File: src/rtl/eeprom_pkg.sv
// rtl/eeprom_pkg.sv - shared types and helpers for the Microwire EEPROM engine
package eeprom_pkg;

    typedef enum logic [1:0] {
        OP_SHORT = 2'd0,
        OP_READ  = 2'd1,
        OP_WRITE = 2'd2,
        OP_ERASE = 2'd3
    } op_t;

    typedef enum logic [2:0] {
        ST_IDLE,
        ST_CMD,
        ST_WROUT,
        ST_RDIN,
        ST_GAP,
        ST_POLL,
        ST_FIN
    } state_t;

    // Address width of the attached part; size code 3 is treated like 2.
    function automatic logic [4:0] addr_bits(input logic [1:0] size);
        case (size)
            2'd0:    addr_bits = 5'd6;
            2'd1:    addr_bits = 5'd8;
            default: addr_bits = 5'd10;
        endcase
    endfunction

endpackage

File: src/rtl/eeprom_mw_tick.sv
// rtl/eeprom_mw_tick.sv - SK half-period divider with phase and sample strobes
module eeprom_mw_tick #(
    parameter int SK_HALF = 4
) (
    input  logic i_clk,
    input  logic i_rstn,
    input  logic i_en,
    output logic o_half_end,
    output logic o_bit_end,
    output logic o_sk
);
    localparam int CW = (SK_HALF > 1) ? $clog2(SK_HALF) : 1;
    localparam logic [CW-1:0] LAST = CW'(SK_HALF - 1);

    logic [CW-1:0] r_cnt;
    logic          r_phase;

    // Count SClk cycles within a half period; disabled means parked at the start of a low phase.
    always_ff @(posedge i_clk) begin
        if (!i_rstn || !i_en) begin
            r_cnt   <= '0;
            r_phase <= 1'b0;
        end else if (r_cnt == LAST) begin
            r_cnt   <= '0;
            r_phase <= ~r_phase;
        end else begin
            r_cnt <= r_cnt + CW'(1);
        end
    end

    assign o_half_end = i_en && (r_cnt == LAST);
    assign o_bit_end  = o_half_end && r_phase;
    assign o_sk       = r_phase;

endmodule

File: src/rtl/eeprom_microwire.sv
// rtl/eeprom_microwire.sv - Microwire serial engine for the EEPROM register block
module eeprom_microwire
    import eeprom_pkg::*;
#(
    parameter int SK_HALF       = 4,
    parameter int TIMEOUT_POLLS = 4096
) (
    input  logic        SClk,
    input  logic        nRst,
    input  logic        Start,
    input  logic [1:0]  Op,
    input  logic [1:0]  EEPROMSize,
    input  logic [15:0] Command,
    input  logic [15:0] WriteData,
    output logic        Busy,
    output logic        Done,
    output logic        Error,
    output logic [15:0] ReadData,
    output logic        EepCS,
    output logic        EepSK,
    output logic        EepDI,
    input  logic        EepDO
);
    localparam int PW = $clog2(TIMEOUT_POLLS + 1);
    localparam int GW = $clog2(2 * SK_HALF + 1);
    localparam logic [PW-1:0] POLL_LAST = PW'(TIMEOUT_POLLS - 1);
    localparam logic [GW-1:0] GAP_LOAD  = GW'(2 * SK_HALF - 1);

    state_t        r_state, w_next;
    op_t           r_op;
    logic [15:0]   r_sh, r_wdata, r_rdata;
    logic [4:0]    r_n, r_bits;
    logic [PW-1:0] r_poll;
    logic [GW-1:0] r_gap;
    logic          r_err;
    logic          w_tick_en, w_half_end, w_bit_end, w_sk, w_cmd_live, w_last_bit;

    // CMD holds CS low until the inter-operation CS-low minimum has elapsed.
    assign w_cmd_live = (r_state == ST_CMD) && (r_gap == '0);
    assign w_tick_en  = w_cmd_live || (r_state inside {ST_WROUT, ST_RDIN, ST_GAP, ST_POLL});
    assign w_last_bit = (r_state == ST_CMD) ? (r_bits == r_n - 5'd1) : (r_bits == 5'd15);

    eeprom_mw_tick #(.SK_HALF(SK_HALF)) u_tick (
        .i_clk      (SClk),
        .i_rstn     (nRst),
        .i_en       (w_tick_en),
        .o_half_end (w_half_end),
        .o_bit_end  (w_bit_end),
        .o_sk       (w_sk)
    );

    // Next-state selection and pin decode from the current state.
    always_comb begin
        w_next = r_state;
        Busy   = 1'b0;
        Done   = 1'b0;
        EepCS  = 1'b0;
        EepSK  = 1'b0;
        EepDI  = 1'b0;
        case (r_state)
            ST_IDLE: if (Start) w_next = ST_CMD;
            ST_CMD: begin
                Busy  = 1'b1;
                EepCS = w_cmd_live;
                EepSK = w_sk;
                EepDI = w_cmd_live && r_sh[15];
                if (w_bit_end && w_last_bit) begin
                    case (r_op)
                        OP_READ:  w_next = ST_RDIN;
                        OP_WRITE: w_next = ST_WROUT;
                        OP_SHORT: w_next = ST_FIN;
                        default:  w_next = ST_GAP;
                    endcase
                end
            end
            ST_WROUT: begin
                Busy  = 1'b1;
                EepCS = 1'b1;
                EepSK = w_sk;
                EepDI = r_sh[15];
                if (w_bit_end && w_last_bit) w_next = ST_GAP;
            end
            ST_RDIN: begin
                Busy  = 1'b1;
                EepCS = 1'b1;
                EepSK = w_sk;
                if (w_bit_end && w_last_bit) w_next = ST_FIN;
            end
            ST_GAP: begin
                Busy = 1'b1;
                if (w_bit_end) w_next = ST_POLL;
            end
            ST_POLL: begin
                Busy  = 1'b1;
                EepCS = 1'b1;
                if (w_half_end && (EepDO || r_poll == POLL_LAST)) w_next = ST_FIN;
            end
            ST_FIN: begin
                Done   = 1'b1;
                w_next = ST_IDLE;
            end
            default: w_next = ST_IDLE;
        endcase
    end

    // State register, shifter, counters and status.
    always_ff @(posedge SClk) begin
        if (!nRst) begin
            r_state <= ST_IDLE;
            r_op    <= OP_SHORT;
            r_sh    <= '0;
            r_wdata <= '0;
            r_rdata <= '0;
            r_n     <= '0;
            r_bits  <= '0;
            r_poll  <= '0;
            r_gap   <= '0;
            r_err   <= 1'b0;
        end else begin
            r_state <= w_next;
            if (r_gap != '0) r_gap <= r_gap - GW'(1);
            case (r_state)
                ST_IDLE: if (Start) begin
                    r_op    <= op_t'(Op);
                    r_n     <= addr_bits(EEPROMSize) + 5'd3;
                    // Left-align the command so bits above N-1 fall off the top.
                    r_sh    <= Command << (5'd13 - addr_bits(EEPROMSize));
                    r_wdata <= WriteData;
                    r_bits  <= '0;
                    r_poll  <= '0;
                    r_err   <= 1'b0;
                end
                ST_CMD: if (w_bit_end) begin
                    if (w_last_bit) begin
                        r_bits <= '0;
                        r_sh   <= r_wdata;
                    end else begin
                        r_bits <= r_bits + 5'd1;
                        r_sh   <= {r_sh[14:0], 1'b0};
                    end
                end
                ST_WROUT, ST_RDIN: if (w_bit_end) begin
                    r_bits <= r_bits + 5'd1;
                    r_sh   <= {r_sh[14:0], (r_state == ST_RDIN) && EepDO};
                    if (r_state == ST_RDIN && w_last_bit) r_rdata <= {r_sh[14:0], EepDO};
                end
                ST_POLL: if (w_half_end && !EepDO) begin
                    r_poll <= r_poll + PW'(1);
                    if (r_poll == POLL_LAST) r_err <= 1'b1;
                end
                ST_FIN: r_gap <= GAP_LOAD;
                default: ;
            endcase
        end
    end

    assign Error    = r_err;
    assign ReadData = r_rdata;

endmodule

File: config.mk
export PLATFORM = sky130hd
export DESIGN_NAME = eeprom_microwire
export DESIGN_NICKNAME = d
export VERILOG_FILES = /design/src/rtl/eeprom_pkg.sv /design/src/rtl/eeprom_mw_tick.sv /design/src/rtl/eeprom_microwire.sv
export SDC_FILE = /design/constraint.sdc
export NUM_CORES = 1
export LEC_CHECK = 0
export ABC_AREA = 1
export BUFFER_PORTS_ARGS = -buffer_cell sky130_fd_sc_hd__buf_2
export CAP_MARGIN = 25
export CELL_PAD_IN_SITES_DETAIL_PLACEMENT = 1
export CELL_PAD_IN_SITES_GLOBAL_PLACEMENT = 2
export CORE_MARGIN = 8
export CORE_UTILIZATION = 29
export DETAILED_ROUTE_END_ITERATION = 10
export GPL_ROUTABILITY_DRIVEN = 0
export GPL_TIMING_DRIVEN = 0
export PLACE_DENSITY = 0.87
export SKIP_LAST_GASP = 1
export SYNTH_ARGS = -nofsm -noshare
export SYNTH_HDL_FRONTEND = slang
export SYNTH_SLANG_ARGS = --single-unit
File: constraint.sdc
create_clock -name SClk -period 1.86 [get_ports SClk]
set_clock_uncertainty 0.15 [all_clocks]
set_input_delay 0.186 -clock SClk [delete_from_list [all_inputs] [get_ports SClk]]
set_output_delay 0.186 -clock SClk [all_outputs]
set_load 0.02 [all_outputs]
==> results.tsv <==
stage	metric	value	unit
outcome	outcome	finished, violations left	
outcome	failing checks	negative setup slack	
synthesis	most common flop cell mapped by yosys	dfxtp_1	
clock_network	Clock Path Buffers	2	
clock_network	Clock transition at path regs	70	ps
worst_hold_path	hold_sp	WriteData[11]	
flow_run	max cap viols	0	
pwr	Flop pwr share	31.9	%
synthesis	main area contributors after synthesis	dfxtp_1 (38%), nand2_1 (11%), a21oi_1 (7.8%)	
synthesis	number of synthesized flops with an enable pin	0	
floorplan	I/O pin cnt	62	
synthesis	Yosys warning total	0	
route	DRC violation count after routing	0	
placement	DP Cell Count	898	
timing	Least-Margin Pin Slew	798	ps
pwr	Clock power frac	22.5	%
route	drt wl/cell	17.0	um
pwr	Switching Power	3.22	mW
synthesis	Syn Inst Count	652	
timing	crit path time final	2080	ps
timing	Fmax achieved	482	MHz
grt	largest net degree at the start of global routing	15	
grt	initial antenna violation count	0	
clock_network	TritonCTS Sinks	84	
route	Iter 0 DRT Violations	188	
floorplan	Starting Density	29.4	%
setup_path	beginning of the critical path	r_n[0]	
clock_network	CTS root buf	clkbuf_16	
pwr	leak pwr	2.74	nW
synthesis	top-area cell type share of the netlist area	37.9	%
synthesis	mapped cell area	0.00444	mm2
grt	vias in the first global route	5288	
finish	final cell count without fillers	979	
synthesis	net count after synthesis	700	
timing	final hold violations	0	
setup_path	CP Data Arrival Time	2200	ps
clock_network	H-tree Lvls	3	
synthesis	Yosys reg bits	84	
route	Vias/cell	5.07	
timing	Max transition margin	46.8	%
pwr	Net Sw Frac	41.1	%
synthesis	area leader, netlist	dfxtp_1	
route	Post-DRT Antenna Nets	0	
synthesis	post-synth cell types	34	
placement	hpwl dp	11700	um
synthesis	top-count cell post-synth	nand2_1	
setup_path	Crit path required time	1990	ps
setup_path	crit-path max FO	7	
finish	antenna cells	0	
setup_path	startpoint types	register	
setup_path	worst r2r src	r_n[0]	
timing	final worst slack	-216	ps
finish	fillers	1866	
pwr	VDD IR max	0.000652	V
floorplan	Die ar.	0.0195	mm2
synthesis	top cells by count, synth	nand2_1 (126), dfxtp_1 (84), inv_1 (81)	
clock_network	Num CTS Buffers	9	
clock_network	latest clock arrival within the worst-skew pair	350	ps
pwr	Comb power frac	45.6	%
timing	period utilization	112	%
timing	Setup violations, final	53	
route	via count	4960	
floorplan	Rows	45	
floorplan	core area	0.0151	mm2
pwr	P per Cell Area	1220	mW/mm2
grt	gr ovfl total	0	
grt	global-route wire length before repair	26400	um
route	total wire length	16600	um
timing	RSZ-0062 raised after global routing	true	
pwr	Pint	4.61	mW
timing	fin. max-slew vios	0	
synthesis	register area share after synthesis	37.9	%
finish	fraction of layout cells with a size suffix above 1	33.2	%
floorplan	height of the chip	140	um
timing	setup TNS	-6860	ps
worst_hold_path	Hold WC Path Type	in -> reg	
clock_network	CTS tree	built	
setup_path	critical path class	reg -> reg	
grt	GRT Overall Usage	16.8	%
route	First-pass DRT Iterations	6	
finish	fin nets	834	
setup_path	endpoint class of the critical path	register	
synthesis	Post-Syn Area per Cell	6.80	um2
finish	Synth-to-Final Area Change	44.5	%
synthesis	Async SR Flop Fraction	0	%
placement	I/O Buffers	58	
timing	Worst Hold Slack	20.6	ps
placement	Place WS	-557	ps
floorplan	die width	140	um
[power by group through the flow]
| stage | Combinational [mW] | Clock, mW | Sequential [mW] |
|---|---|---|---|
| floorplan | 1.74 | 0 | 2.37 |
| finish | 3.58 | 1.76 | 2.50 |
| global placement | 2.30 | 0 | 2.45 |
| CTS | 3.25 | 1.81 | 2.45 |
| global route | 3.89 | 1.88 | 2.53 |
| detailed placement | 2.42 | 0 | 2.47 |
[cell families (layout without fill, tap and decap cells)]
group                    Yosys count  count (layout)  synth area share, %
AND/OR/NAND/NOR                  278             278                 28.0
AO/OA/AOI/OAI                    160             160                 19.9
buffers and inverters            115             254                 10.5
flip-flops                        84              84                 37.9
adder cells (fa/ha/maj)            8               8                 2.26
XOR/XNOR                           7               7                 1.38
[critical path, stage by stage, from the launching register on]
cell	delay [ps]
dfxtp_2	360
inv_4	40
ha_4	260
nand3_2	60
nand2_1	60
nand2_1	70
nor2_2	90
nand2_2	100
nor2_8	210
nand4_4	160
clkinv_4	130
buf_8	130
nand2_4	40
a21oi_2	130
[sequential cells by signal, summed over array words and instances (netlist names), 3 cells and up]
name      count
ReadData     16
r_bits        5
r_gap         4
r_n           5
r_poll       13
r_sh         16
r_state       3
r_wdata      16
[path summary, 6_finish.rpt]
path,slack [ps],endpoint,cells past startpoint
max,-220,ReadData[12],13
min,20,r_wdata[11],3
min reg2reg,270,u_tick.r_cnt[0],1
max reg2reg,-220,ReadData[12],13
[layout make-up]
cell class	instances	area, um2	area share (%)
plain buffers	27	236	3.69
well taps	188	235	3.67
clock inverters	5	36.3	0.566
multi-input cells	453	2700	42.1
repair buffers	125	915	14.3
clock buffers	11	253	3.94
inverters	86	343	5.35
flip-flops and latches	84	1690	26.4
[layer usage]
metal / wire length, um / share of wire, % / GRT usage [%]
met1: 6970 / 42 / 18.4
met3: 514 / 3.1 / 3.69
met5: 0 / 0 / 0
met2: 8700 / 52 / 31.0
met4: 463 / 2.8 / 6.17
[placed cells by master, fill, tap and decap left out, types with 8 or more instances in the layout]
master,instances
inv_1,73
buf_4,40
nand3_2,15
nand2_2,23
nor2_2,8
buf_6,17
nand2_1,105
o21ai_0,56
clkbuf_16,11
dfxtp_1,77
a21oi_2,23
buf_2,55
nor2_1,45
nand4_1,9
clkbuf_1,12
nand2_4,12
dlygate4sd3_1,17
a21oi_1,55
nand3_1,42
[metrics by stage]
| stage | utilization (%) | total power, mW | instance area, um2 |
|---|---|---|---|
| after floorplan | - | 4.11 | 4500 |
| after global placement | 33.3 | 4.75 | 5020 |
| after detailed placement | 33.3 | 4.89 | 5020 |
| after CTS | 40.9 | 7.51 | 6170 |
| after global routing | 42.5 | 8.30 | 6410 |
| final | 42.5 | 7.83 | 6410 |
[repair_timing]
item	in CTS	in global routing
endpoints found under the setup margin	80	80
gates cloned	3	0
hold endpoints to repair	17	0
setup buffers	35	12
hold buffers	17	0
resized for setup	109	49
pin swaps	26	29
No activity file was read; power rests on OpenSTA's default activity.
